### src/rtl/fir_output_quantizer.sv
// rtl/fir_output_quantizer.sv - FIR output round/shift/saturate stage with small output FIFO and overflow flag.
// Optional saturation counter enabled by defining FIR_OUT_SAT_CNT_EN.
module fir_output_quantizer #(
  parameter int ACC_W      = 32,
  parameter int OUT_W      = 16,
  parameter int SHIFT      = 15,
  parameter int FIFO_DEPTH = 4
) (
  input  logic                               clk,
  input  logic                               rst,
  input  logic signed [ACC_W-1:0]            acc_in,
  input  logic                               acc_valid,
  output logic signed [OUT_W-1:0]            m_data,
  output logic                               m_sat,
  output logic                               m_valid,
  input  logic                               m_ready,
  output logic [$clog2(FIFO_DEPTH+1)-1:0]    fifo_level,
  output logic                               ovf,
  input  logic                               ovf_clr
`ifdef FIR_OUT_SAT_CNT_EN
  ,
  output logic [15:0]                        sat_count
`endif
);

  localparam int LVL_W  = $clog2(FIFO_DEPTH+1);
  localparam int PTR_W  = $clog2(FIFO_DEPTH);
  localparam int RND_SH = (SHIFT > 0) ? SHIFT - 1 : 0;
  localparam logic signed [ACC_W:0] RND  = (SHIFT > 0) ? ((ACC_W+1)'(1) << RND_SH) : '0;
  localparam logic signed [ACC_W:0] MAXV = (ACC_W+1)'((1 << (OUT_W-1)) - 1);
  localparam logic signed [ACC_W:0] MINV = (ACC_W+1)'(-(1 << (OUT_W-1)));

  // One guard bit so the rounding add cannot wrap.
  logic signed [ACC_W:0] w_ext;
  logic signed [ACC_W:0] w_rnd;
  logic signed [ACC_W:0] w_t;
  logic signed [OUT_W-1:0] w_q;
  logic                    w_q_sat;

  always_comb begin
    w_ext   = {acc_in[ACC_W-1], acc_in};
    w_rnd   = w_ext + RND;
    w_t     = w_rnd >>> SHIFT;
    w_q     = w_t[OUT_W-1:0];
    w_q_sat = 1'b0;
    if (w_t > MAXV) begin
      w_q     = MAXV[OUT_W-1:0];
      w_q_sat = 1'b1;
    end else if (w_t < MINV) begin
      w_q     = MINV[OUT_W-1:0];
      w_q_sat = 1'b1;
    end
  end

  logic signed [OUT_W-1:0] r_q_data;
  logic                    r_q_sat;
  logic                    r_q_valid;

  always_ff @(posedge clk) begin
    if (rst) begin
      r_q_data  <= '0;
      r_q_sat   <= 1'b0;
      r_q_valid <= 1'b0;
    end else begin
      r_q_data  <= w_q;
      r_q_sat   <= w_q_sat;
      r_q_valid <= acc_valid;
    end
  end

  logic [OUT_W:0]       r_mem [FIFO_DEPTH];
  logic [PTR_W-1:0]     r_wr_ptr;
  logic [PTR_W-1:0]     r_rd_ptr;
  logic [LVL_W-1:0]     r_level;
  logic signed [OUT_W-1:0] r_m_data;
  logic                 r_m_sat;
  logic                 r_ovf;

  logic                 w_full;
  logic                 w_pop;
  logic                 w_push;
  logic                 w_drop;
  logic [PTR_W-1:0]     w_rd_next;
  logic [LVL_W-1:0]     w_lvl_next;
  logic [OUT_W:0]       w_head_next;

  always_comb begin
    w_full     = (r_level == LVL_W'(FIFO_DEPTH));
    w_pop      = (r_level != '0) && m_ready;
    w_push     = r_q_valid && (!w_full || w_pop);
    w_drop     = r_q_valid && w_full && !w_pop;
    w_rd_next  = r_rd_ptr + PTR_W'(w_pop);
    w_lvl_next = r_level + LVL_W'(w_push) - LVL_W'(w_pop);
    // The next head may be the entry being written this very cycle.
    if (w_push && (r_wr_ptr == w_rd_next)) begin
      w_head_next = {r_q_sat, r_q_data};
    end else begin
      w_head_next = r_mem[w_rd_next];
    end
  end

  always_ff @(posedge clk) begin
    if (w_push) begin
      r_mem[r_wr_ptr] <= {r_q_sat, r_q_data};
    end
  end

  always_ff @(posedge clk) begin
    if (rst) begin
      r_wr_ptr <= '0;
      r_rd_ptr <= '0;
      r_level  <= '0;
      r_m_data <= '0;
      r_m_sat  <= 1'b0;
      r_ovf    <= 1'b0;
    end else begin
      r_wr_ptr <= r_wr_ptr + PTR_W'(w_push);
      r_rd_ptr <= w_rd_next;
      r_level  <= w_lvl_next;
      if (w_lvl_next != '0) begin
        r_m_data <= w_head_next[OUT_W-1:0];
        r_m_sat  <= w_head_next[OUT_W];
      end
      if (w_drop) begin
        r_ovf <= 1'b1;
      end else if (ovf_clr) begin
        r_ovf <= 1'b0;
      end
    end
  end

`ifdef FIR_OUT_SAT_CNT_EN
  logic [15:0] r_sat_cnt;

  always_ff @(posedge clk) begin
    if (rst || ovf_clr) begin
      r_sat_cnt <= '0;
    end else if (r_q_valid && r_q_sat && (r_sat_cnt != 16'hFFFF)) begin
      r_sat_cnt <= r_sat_cnt + 16'd1;
    end
  end

  assign sat_count = r_sat_cnt;
`endif

  assign m_data     = r_m_data;
  assign m_sat      = r_m_sat;
  assign m_valid    = (r_level != '0);
  assign fifo_level = r_level;
  assign ovf        = r_ovf;

endmodule
### config.mk
export PLATFORM = sky130hd
export DESIGN_NAME = fir_output_quantizer
export DESIGN_NICKNAME = d
export VERILOG_FILES = /design/src/rtl/fir_output_quantizer.sv
export SDC_FILE = /design/constraint.sdc
export NUM_CORES = 1
export LEC_CHECK = 0
export CAP_MARGIN = 20
export CORE_MARGIN = 2
export CORE_UTILIZATION = 51
export CTS_BUF_LIST = sky130_fd_sc_hd__clkbuf_4
export CTS_CLUSTER_SIZE = 12
export DETAILED_ROUTE_END_ITERATION = 6
export GPL_TIMING_DRIVEN = 0
export PLACE_DENSITY = 0.8
export SYNTH_ARGS = -nofsm -noshare
export SYNTH_HDL_FRONTEND = slang
export SYNTH_SLANG_ARGS = --single-unit
### constraint.sdc
create_clock -name clk -period 7.49 [get_ports clk]
set_input_delay 1.8725 -clock clk [delete_from_list [all_inputs] [get_ports clk]]
set_output_delay 1.8725 -clock clk [all_outputs]
set_load 0.1 [all_outputs]
Yosys cells after proc, flatten, opt, wreduce, memory -nomap -nowiden. Memories as Yosys holds them, arrays and structs flattened. A register that Yosys moved wholly into a read port is not among the register bits. Index checks and enable logic that the tools add are counted.

Flip-flop bits (word level): 26. Bits in writable memories: 68. Word-level logic and storage cells: 36. Memories kept: 1.

Memory list: r_mem (depth 4, width 17, rd ports 1, clocked after Yosys merged registers in 1, write ports 1, RTL line 71) `logic [OUT_W:0] r_mem [FIFO_DEPTH];`.

Add/sub/neg operators: 5. $lt $le $gt $ge: 2. Eq/ne operators: 1. Mux-type cells: 8. Reductions and logical operators: 11.

Operator list (count): 32-bit by 16-bit adder with 33-bit output (second input constant) (1); 18-bit by 16-bit > comparator with 1-bit output (second input constant) (1); 18-bit by 16-bit < comparator with 1-bit output (second input constant) (1); 16-bit two-way mux (1); 15-bit two-way mux (1); 1-bit two-way mux (6); 3-bit nonzero test (2); 2-bit by 1-bit adder with 2-bit output (2); 1-bit logical AND (4); 3-bit by 1-bit adder with 3-bit output (1); 3-bit == test (second input constant) (1); 3-bit by 1-bit subtractor with 3-bit output (1); 1-bit logical NOT (2); 2-bit nonzero test (1); 2-bit OR reduction (1); 1-bit logical OR (1).

Logic depth before layout (Yosys ltp). Gate-level depths: netlist (run 1).

Depth after elaboration: 7. Mapped depth: 13. Depth with buffers taken out: 11.

Least setup slack after synthesis (run 1). Ideal clock, no wire load.

Path kind: input to register. From: in m_ready. To: reg r_m_data[10] (netlist: m_data[10]) (read register of r_mem). Arrival time: 4.375 ns. Slack: 3.029 ns. Stages on the path: 13. Path buffers: 2. Cell sequence: or4b_4 -> nand2_4 -> ha_1 -> inv_1 -> ha_1 -> fa_1 -> xnor2_1 -> xnor2_1 -> or3_1 -> clkbuf_1 -> clkbuf_1 -> nor2_1 -> a211oi_1.

Word-level cells in the longest chain between the ends: 6.

Ends and longest elaborated chain: from (decl) (RTL line 16) `input logic m_ready,`; 1-bit logical AND * (RTL line 89) `w_pop = (r_level != '0) && m_ready;`; 1-bit logical OR (RTL line 90) `w_push = r_q_valid && (!w_full || w_pop);`; 1-bit logical AND (RTL line 90); 3-bit by 1-bit adder with 3-bit output (RTL line 93) `w_lvl_next = r_level + LVL_W'(w_push) - LVL_W'(w_pop);`; 3-bit by 1-bit subtractor with 3-bit output (RTL line 93); 3-bit nonzero test (RTL line 120) `if (w_lvl_next != '0) begin`; to (decl) (RTL line 75) `logic signed [OUT_W-1:0] r_m_data;`.

Mark *: on every way between the ends. The rest lies on a longest branch, timed or not. A chain may end at the register's enable or synchronous reset.

Worst setup path in the final report (run 1).
From: in m_ready. To: reg r_m_data[9] (netlist: m_data[9]) (read register of r_mem).

The elaborated chain is that of the path after synthesis.

==> results.py, run 1 <==
metrics = {
    "route": {
        "drt_iter0_drc": 175,
        "vias": 2764,
        "antenna_left": 0,
        "drcViolationCount": 0,
        "drt_wl_total_um": 8470,
        "via_per_inst": 5.62,
        "dr.pass1.iters": 5,
        "routedWlPerCell_um": 17.2,
    },
    "floorplanning": {
        "die_area_mm2": 0.00979,
        "core_area_mm2": 0.00872,
        "die_y_um": 98.9,
        "rows": 34,
        "pin_count": 59,
        "chipWidth_um": 98.9,
        "initial_core_util_pct": 52.7,
    },
    "logic_synthesis": {
        "netlist_area_mm2": 0.00460,
        "synth.top_cells.by_area": "edfxtp_1 44%, dfxtp_1 19%, mux4_2 6.4%",
        "synth_cell_types": 48,
        "synth_adder_area_share_pct": 1.80,
        "async_flop_share_pct": 0,
        "yosys_warnings": 0,
        "synth_seq_area_share_pct": 63.1,
        "synth_xor_area_share_pct": 4.22,
        "synth_flop_cell": "edfxtp_1",
        "muxShareOfSynthArea_pct": 12.4,
        "syn_area_per_cell_um2": 14.3,
        "synth_nets": 364,
        "synth_edf_count": 68,
        "synth-compound-area-share_pct": 6.91,
        "synthCells": 321,
        "netlist.top_cell.by_area": "edfxtp_1",
        "yosys.area_share.simple_pct": 8.79,
        "synth_top_area_share_pct": 44.4,
        "synth_top_family_by_area": "multiplexers",
        "ys_ff_latch": 111,
    },
    "clock_network": {
        "post_cts_buffers": 0,
        "clk_path_buf_depth": 2,
        "ctsHoldBuffers": 0,
        "cts_tree": "yes",
        "cts.sinks": 111,
        "path_clk_slew_ns": 0.16,
        "clockRootBuffer": "clkbuf_4",
        "cts_buffers": 9,
        "ctsResizeCount": 0,
        "htreeDepth": 3,
        "clk_latency_ns": 0.44,
    },
    "layout": {
        "layout-drive-gt1-share_pct": 12.8,
        "antenna_cells": 0,
        "final_cell_area_mm2": 0.00538,
        "nets": 422,
        "postLayoutCoreUtil_pct": 61.6,
        "syn_to_final_growth_pct": 16.9,
    },
    "worst_setup_path": {
        "worstPathRequired_ns": 7.85,
        "crit_fanout": 10,
        "crit_arrival_ns": 5.34,
        "endpoint_kind": "flop",
        "reg2reg_to": "m_data[9]",
        "start_kind": "input pin",
        "path_class": "input pin to flop",
        "reg2reg_depth": 13,
        "r2r_start": "fifo_level[1]",
        "rrSetupSlack_ns": 3.95,
    },
    "global_route": {
        "grt_pass1_vias": 2785,
        "grtUsageTotal_pct": 18.8,
        "antenna_found_initial": 0,
        "grt_max_degree": 20,
        "gr-total-overflow": 0,
        "grt_pass1_wl_um": 14000,
    },
    "placed_design": {
        "dp_hpwl_um": 6010,
        "port_buffers": 44,
        "dpl_cell_area_mm2": 0.00523,
        "gp_congestion": 0.860,
    },
    "timing": {
        "worst_pin_slew_ns": 0.973,
        "slew_headroom_pct": 34.9,
        "hold_viol_final": 0,
        "setup_viol": 0,
        "slew_violations": 0,
        "fin_crit_ns": 4.99,
        "timing.final.crit_share_pct": 66.6,
        "rsz0062_at_grt": "no",
        "worst_clock_skew_ns": 0.0196,
        "whs_ns": 0.507,
        "fmax_mhz": 201,
        "setup_tns_ns": 0,
    },
    "worst_hold_path": {
        "hold_depth": 2,
        "worstHoldEndpoint": "m_data[7]",
        "holdCritPathClass": "flop to flop",
        "worstHoldStart": "m_data[7]",
    },
    "power_and_ir_drop": {
        "power_density_mw_per_mm2": 398,
        "vdd_drop_max_mv": 0.148,
        "total_leakage_power_nw": 1.93,
    },
    "run_status": {
        "status": "complete, no violations",
    },
    "run": {
        "maxCapViolCount": 0,
    },
}
[per-stage QoR]
stage | std cells | setup slack (ns) | power (mW)
after floorplan | 321 | 3.03 | 1.61
after global placement | 473 | 2.21 | 1.83
after detailed placement | 476 | 2.02 | 1.87
after CTS | 492 | 2.48 | 2.16
after global routing | 492 | 2.17 | 2.26
final | 492 | 2.50 | 2.14
[flip-flops by register name, summed over array words and instances, names as in the netlist, 2 cells and up]
register	cells
r_wr_ptr	2
r_mem	68
m_data	16
r_rd_ptr	2
r_q_data	16
fifo_level	3
[worst max path at each step]
| stage | slack (ns) | from | to |
|---|---|---|---|
| after floorplan | 3.03 | m_ready | m_data[10] |
| after global placement | 2.21 | m_ready | m_data[10] |
| after detailed placement | 2.02 | m_ready | m_data[9] |
| after CTS | 2.48 | m_ready | m_data[9] |
| after global routing | 2.17 | m_ready | m_data[8] |
| final | 2.50 | m_ready | m_data[9] |
[final cells by class]
type / instances / area [um^2]
Fill cell: 638 / 3350
Sequential cell: 111 / 2900
Multi-Input combinational cell: 185 / 1580
Timing Repair Buffer: 47 / 485
Tap cell: 108 / 135
Buffer: 16 / 91.3
Clock inverter: 7 / 77.6
Clock buffer: 9 / 67.6
Inverter: 9 / 36.3
[where the power goes]
group | switching, mW | total [mW] | internal, mW
logic | 0.705 | 1.07 | 0.370
clock network | 0.191 | 0.297 | 0.106
registers | 0.0428 | 0.769 | 0.726
total | 0.938 | 2.14 | 1.20
[placed cells by master (no fill, tap or decap), drive strengths merged, types with 2 or more instances in the layout]
master / netlist / final
inv: 9 / 12
and4: 2 / 2
xor2: 10 / 10
edfxtp: 68 / 68
a211oi: 18 / 18
or4: 2 / 2
nand3: 9 / 9
a21oi: 3 / 3
clkbuf: 8 / 17
or2: 2 / 2
buf: 8 / 11
o21ai: 17 / 17
and3: 3 / 3
or3: 2 / 2
ha: 5 / 5
clkdlybuf4s50: 0 / 44
clkinv: 0 / 2
nor2: 28 / 28
and2: 4 / 4
mux2i: 17 / 17
nand4: 3 / 3
mux4: 17 / 17
dfxtp: 43 / 43
nor3: 3 / 3
nor2b: 5 / 5
nand2: 11 / 11
xnor2: 10 / 10
[cells by family (layout without fill, tap and decap cells)]
logic type	after synthesis	count (layout)
buf+inv	25	88
simple gates	78	78
xor+xnor	20	20
compound gates	47	47
fa+ha+maj	6	6
mux	34	34
flops	111	111
[Yosys cell counts, types with 4 or more instances]
| library cell | number |
|---|---|
| nand2_1 | 10 |
| o21ai_0 | 7 |
| a211oi_1 | 18 |
| nand3_1 | 8 |
| nor2_1 | 28 |
| xor2_1 | 9 |
| mux4_2 | 13 |
| and2_1 | 4 |
| mux4_1 | 4 |
| o21ai_1 | 10 |
| ha_1 | 5 |
| edfxtp_1 | 68 |
| dfxtp_1 | 43 |
| nor2b_1 | 5 |
| clkbuf_1 | 8 |
| inv_1 | 8 |
| mux2i_1 | 17 |
| xnor2_1 | 10 |
| buf_2 | 6 |
[critical path, stage by stage]
cell             delay (ns)
clkdlybuf4s50_1        0.43
or4b_4                 0.55
nand2_4                0.13
ha_1                   0.13
inv_1                  0.04
ha_1                   0.18
fa_1                   0.39
xnor2_1                0.19
xnor2_1                0.16
or3_1                  0.17
clkbuf_1               0.31
clkbuf_1               0.47
nor2_1                 0.08
a211oi_1               0.24
[routing by layer]
| layer | vias up | track usage (%) | part of all wire (%) |
|---|---|---|---|
| li1 | 1333 | - | - |
| met1 | 1341 | 25.0 | 42 |
| met2 | 83 | 32.0 | 51 |
| met3 | 7 | 2.13 | 5.6 |
| met4 | 0 | 7.38 | 1.2 |
| met5 | - | 0 | 0 |
(Power assumes the default switching activity.)
==> run 2: changes to the inputs <==
--- a/config.mk
+++ b/config.mk
@@ -12,7 +12,7 @@
 export CTS_CLUSTER_SIZE = 12
 export DETAILED_ROUTE_END_ITERATION = 6
 export GPL_TIMING_DRIVEN = 0
-export PLACE_DENSITY = 0.8
+export PLACE_DENSITY = 0.83
 export SYNTH_ARGS = -nofsm -noshare
 export SYNTH_HDL_FRONTEND = slang
 export SYNTH_SLANG_ARGS = --single-unit
==> constraint.sdc (replaced) <==
create_clock -name clk -period 4.2 [get_ports clk]
set_input_delay 1.05 -clock clk [delete_from_list [all_inputs] [get_ports clk]]
set_output_delay 1.05 -clock clk [all_outputs]
set_load 0.1 [all_outputs]
==> results.py, run 2 (synthesized netlist as in run 1, its figures left out) <==
metrics = {
    "floorplanning": {
        "rows": 34,
        "die_y_um": 98.9,
        "pin_count": 59,
        "die_area_mm2": 0.00979,
        "chipWidth_um": 98.9,
        "core_area_mm2": 0.00872,
        "initial_core_util_pct": 52.7,
    },
    "clock_network": {
        "ctsHoldBuffers": 0,
        "htreeDepth": 3,
        "post_cts_buffers": 0,
        "clk_latency_ns": 0.45,
        "clockRootBuffer": "clkbuf_4",
        "cts_buffers": 9,
        "cts_tree": "yes",
        "cts.sinks": 111,
        "clk_path_buf_depth": 2,
        "ctsResizeCount": 0,
        "path_clk_slew_ns": 0.16,
    },
    "worst_setup_path": {
        "cp_slowest_cell": "or4b_4",
        "worstPathRequired_ns": 4.56,
        "slowest_delay_ns": 0.55,
        "crit_fanout": 10,
        "path_class": "input pin to flop",
        "start_kind": "input pin",
        "cp_cell_sequence": "clkdlybuf4s50_1 > or4b_4 > nand2_4 > ha_1 > inv_1 > ha_1 > fa_1 > xnor2_1 > xnor2_1 > or3_1 > clkbuf_1 > clkbuf_2 > nor2_1 > a211oi_1",
        "crit_arrival_ns": 4.31,
        "endpoint_kind": "flop",
    },
    "route": {
        "vias": 2762,
        "via_per_inst": 5.61,
        "dr.pass1.iters": 4,
        "drt_iter0_drc": 149,
        "drcViolationCount": 0,
        "antenna_left": 0,
        "drt_wl_total_um": 8290,
        "routedWlPerCell_um": 16.8,
    },
    "layout": {
        "layout_commonest_cell": "edfxtp_1",
        "layout-drive-gt1-share_pct": 13.3,
        "regMostFlops": "r_mem",
        "largest_register_ffs": 68,
        "postLayoutCoreUtil_pct": 61.6,
        "syn_to_final_growth_pct": 16.9,
        "fill_cells": 663,
        "final_cell_area_mm2": 0.00538,
        "nets": 422,
        "final_cell_mix": "68 x edfxtp_1, 44 x clkdlybuf4s50_1, 43 x dfxtp_1",
        "final_cells": 492,
        "antenna_cells": 0,
    },
    "power_and_ir_drop": {
        "vdd_drop_max_mv": 0.271,
        "total_leakage_power_nw": 1.94,
        "power_mw": 3.83,
        "power_density_mw_per_mm2": 712,
    },
    "global_route": {
        "gr-total-overflow": 0,
        "grtUsageTotal_pct": 17.7,
        "grt_max_degree": 21,
        "grt_pass1_vias": 2628,
        "antenna_found_initial": 0,
        "grt_pass1_wl_um": 13300,
    },
    "worst_hold_path": {
        "holdCritPathClass": "flop to flop",
    },
    "timing": {
        "worst_clock_skew_ns": 0.0215,
        "timing.final.crit_share_pct": 94.0,
        "rsz0062_at_grt": "no",
        "worst_pin_slew_ns": 0.969,
        "hold_viol_final": 0,
        "fmax_mhz": 253,
        "slew_violations": 0,
        "fin_crit_ns": 3.95,
        "setup_viol": 0,
        "slew_headroom_pct": 35.2,
    },
    "placed_design": {
        "dpl_cell_area_mm2": 0.00522,
        "dp_hpwl_um": 6180,
        "gp_congestion": 0.812,
        "port_buffers": 44,
        "dp_cells": 476,
    },
    "run_status": {
        "status": "complete, no violations",
    },
    "run": {
        "maxCapViolCount": 0,
    },
}
## run 2: worst paths after layout
path	from	to	slack [ns]	cells past startpoint
worst max-delay path	m_ready	m_data[2]	0.25	14
worst min-delay path	m_data[15]	m_data[15]	0.51	2
worst max register to register	fifo_level[1]	m_data[2]	0.86	13
worst min register to register	m_data[15]	m_data[15]	0.51	2
## run 2: per-layer routing
metal | track usage, % | wire length [um] | vias to the layer above
met5 | 0 | 0 | -
met2 | 30.0 | 4190 | 74
met1 | 23.9 | 3670 | 1337
li1 | - | - | 1340
met4 | 6.22 | 105 | 0
met3 | 1.99 | 329 | 11
## run 2: worst max-delay path: cells and delay by family
family                     cells  cell delay, ns
AOI/OAI and AO/OA              1            0.22
buffers and inverters          4            1.07
and+or+nand+nor                4            0.93
xor gates and xnor gates       2            0.35
adders and majority gates      3            0.70
## run 2: stage by stage
stage	TNS, ns	hold WS (ns)	setup slack (ns)
6_report	0	0.510	0.253
5_1_grt	0	0.542	0.0710
4_1_cts	0	0.514	0.0916
3_5_place_dp	-5.10	0.494	-0.390
3_3_place_gp	-4.97	0.473	-0.230
2_1_floorplan	0	0.459	0.182
## run 2: cell type report
| class | instances | area [um^2] | share of cell area [%] |
|---|---|---|---|
| inverters | 9 | 36.3 | 0.675 |
| repair buffers | 47 | 474 | 8.82 |
| well taps | 108 | 135 | 2.51 |
| clock buffers | 9 | 67.6 | 1.26 |
| plain buffers | 16 | 93.8 | 1.75 |
| clock inverters | 7 | 86.3 | 1.61 |
| flip-flops and latches | 111 | 2900 | 54.0 |
| multi-input cells | 185 | 1580 | 29.4 |
## run 2: where the power goes
part           switching, mW  internal (mW)
clock network          0.355          0.197
logic                   1.24          0.663
registers             0.0798           1.30
total                   1.67           2.15
==> run 3: changes to the inputs <==
--- a/config.mk
+++ b/config.mk
@@ -7,12 +7,12 @@
 export LEC_CHECK = 0
 export CAP_MARGIN = 20
 export CORE_MARGIN = 2
-export CORE_UTILIZATION = 51
+export CORE_UTILIZATION = 48
 export CTS_BUF_LIST = sky130_fd_sc_hd__clkbuf_4
 export CTS_CLUSTER_SIZE = 12
 export DETAILED_ROUTE_END_ITERATION = 6
-export GPL_TIMING_DRIVEN = 0
-export PLACE_DENSITY = 0.83
+export GPL_TIMING_DRIVEN = 1
+export PLACE_DENSITY = 0.8
 export SYNTH_ARGS = -nofsm -noshare
 export SYNTH_HDL_FRONTEND = slang
 export SYNTH_SLANG_ARGS = --single-unit
==> results.py, run 3 (synthesized netlist as in run 1, its figures left out) <==
metrics = {
    "run_status": {
        "status": "complete, no violations",
    },
    "clock_network": {
        "ctsResizeCount": 0,
        "path_clk_slew_ns": 0.15,
        "cts_tree": "yes",
        "clk_path_buf_depth": 2,
        "post_cts_buffers": 0,
        "htreeDepth": 3,
        "cts_buffers": 9,
        "ctsHoldBuffers": 0,
        "clk_latency_ns": 0.44,
        "cts.sinks": 111,
        "clockRootBuffer": "clkbuf_4",
    },
    "layout": {
        "final_cells": 501,
        "largest_register_ffs": 68,
        "nets": 411,
        "postLayoutCoreUtil_pct": 57.0,
        "final_cell_mix": "68 x edfxtp_1, 44 x clkdlybuf4s50_1, 43 x dfxtp_1",
        "layout_commonest_cell": "edfxtp_1",
        "regMostFlops": "r_mem",
        "fill_cells": 772,
        "antenna_cells": 0,
        "syn_to_final_growth_pct": 15.2,
        "layout-drive-gt1-share_pct": 11.6,
    },
    "power_and_ir_drop": {
        "p_seq_share_pct": 37.4,
        "vdd_drop_max_mv": 0.306,
        "p_sw_mw": 1.59,
        "total_leakage_power_nw": 1.89,
        "swShare_pct": 43.4,
        "p_int_mw": 2.07,
        "power_frac_clock_pct": 12.6,
        "power_density_mw_per_mm2": 691,
        "p_comb_share_pct": 50.0,
    },
    "timing": {
        "timing.final.crit_share_pct": 85.9,
        "slew_headroom_pct": 34.7,
        "fin_crit_ns": 3.61,
        "rsz0062_at_grt": "no",
        "setup_tns_ns": 0,
        "setup_viol": 0,
        "worst_clock_skew_ns": 0.0184,
        "slew_violations": 0,
        "worst_pin_slew_ns": 0.977,
        "hold_viol_final": 0,
        "fmax_mhz": 277,
    },
    "route": {
        "vias": 2691,
        "drcViolationCount": 0,
        "wl_met2_um": 3780,
        "via_per_inst": 5.37,
        "highest_layer": "met4",
        "dr.pass1.iters": 5,
        "drt_wl_total_um": 7690,
        "drt_iter0_drc": 121,
        "routedWlPerCell_um": 15.4,
        "wirelength_met1_um": 3390,
        "met3RoutedLength_um": 451,
        "antenna_left": 0,
    },
    "global_route": {
        "grt_pass1_wl_um": 12300,
        "gr-total-overflow": 0,
        "grt_max_degree": 35,
        "grtUsageTotal_pct": 15.7,
        "antenna_found_initial": 0,
        "grt_pass1_vias": 2571,
    },
    "worst_setup_path": {
        "path_class": "input pin to flop",
        "worstPathRequired_ns": 4.55,
        "crit_arrival_ns": 3.96,
        "rrSetupSlack_ns": 1.22,
        "start_kind": "input pin",
        "endpoint_kind": "flop",
        "crit_fanout": 34,
    },
    "run": {
        "maxCapViolCount": 0,
    },
    "floorplanning": {
        "die_y_um": 102,
        "initial_core_util_pct": 49.5,
        "die_area_mm2": 0.0104,
        "chipWidth_um": 102,
        "pin_count": 59,
        "rows": 35,
        "core_area_mm2": 0.00928,
    },
    "placed_design": {
        "dp_hpwl_um": 5290,
        "gp_congestion": 0.794,
        "dp_cells": 486,
        "port_buffers": 44,
    },
    "worst_hold_path": {
        "holdCritPathClass": "flop to flop",
    },
}
[run 3: cell types whose count changed in the layout (fill, tap and decap cells not counted), moves of 2 or more]
cell	delta
buf_4	+8
buf_2	-6
clkbuf_1	-6
buf_6	-4
clkbuf_2	-2
[run 3: power by group through the flow]
stage	Sequential [mW]	Clock, mW	Combinational [mW]
global placement	1.39	0	1.82
global route	1.38	0.522	1.96
floorplan	1.93	0	0.935
detailed placement	1.40	0	1.85
finish	1.37	0.461	1.83
CTS	1.37	0.477	1.85
[run 3: path summary, 6_finish.rpt]
kind,start,to,cells after the start
setup reg to reg,fifo_level[1],m_data[3],11
hold / removal,m_data[5],m_data[5],2
setup / recovery,m_ready,m_data[3],12
hold reg to reg,m_data[5],m_data[5],2
[run 3: metal layers]
layer | global-route usage, % | vias up
li1 | - | 1316
met1 | 20.5 | 1282
met2 | 26.4 | 87
met3 | 3.21 | 6
met4 | 5.64 | 0
met5 | 0 | -
[run 3: layout make-up]
type                       instances  area [um^2]  share of cell area [%]
sequential                       111         2900                    54.8
clock buffer                      10         75.1                    1.42
inverter                           9         36.3                   0.685
tap                              129          161                    3.05
multi-input combinational        185         1580                    29.8
clock inverter                     5         41.3                   0.780
timing repair buffer              52          500                    9.45
[run 3: stage by stage]
step / hold WS, ns / instance area (um^2) / total power [mW] / setup slack (ns)
2_1_floorplan: 0.459 / 4600 / 2.87 / 0.182
3_3_place_gp: 0.471 / 5180 / 3.20 / 0.190
3_5_place_dp: 0.492 / 5180 / 3.25 / 0.128
4_1_cts: 0.513 / 5290 / 3.70 / 0.584
5_1_grt: 0.528 / 5290 / 3.86 / 0.459
6_report: 0.509 / 5290 / 3.66 / 0.592
[run 3: critical path: stages]
cell	delay, ns
clkdlybuf4s50_1	0.42
or4b_4	0.55
nand2_4	0.13
ha_1	0.13
inv_1	0.04
ha_1	0.18
fa_1	0.38
xnor2_1	0.15
xnor2_1	0.13
or3_1	0.31
buf_4	0.24
a211oi_1	0.24
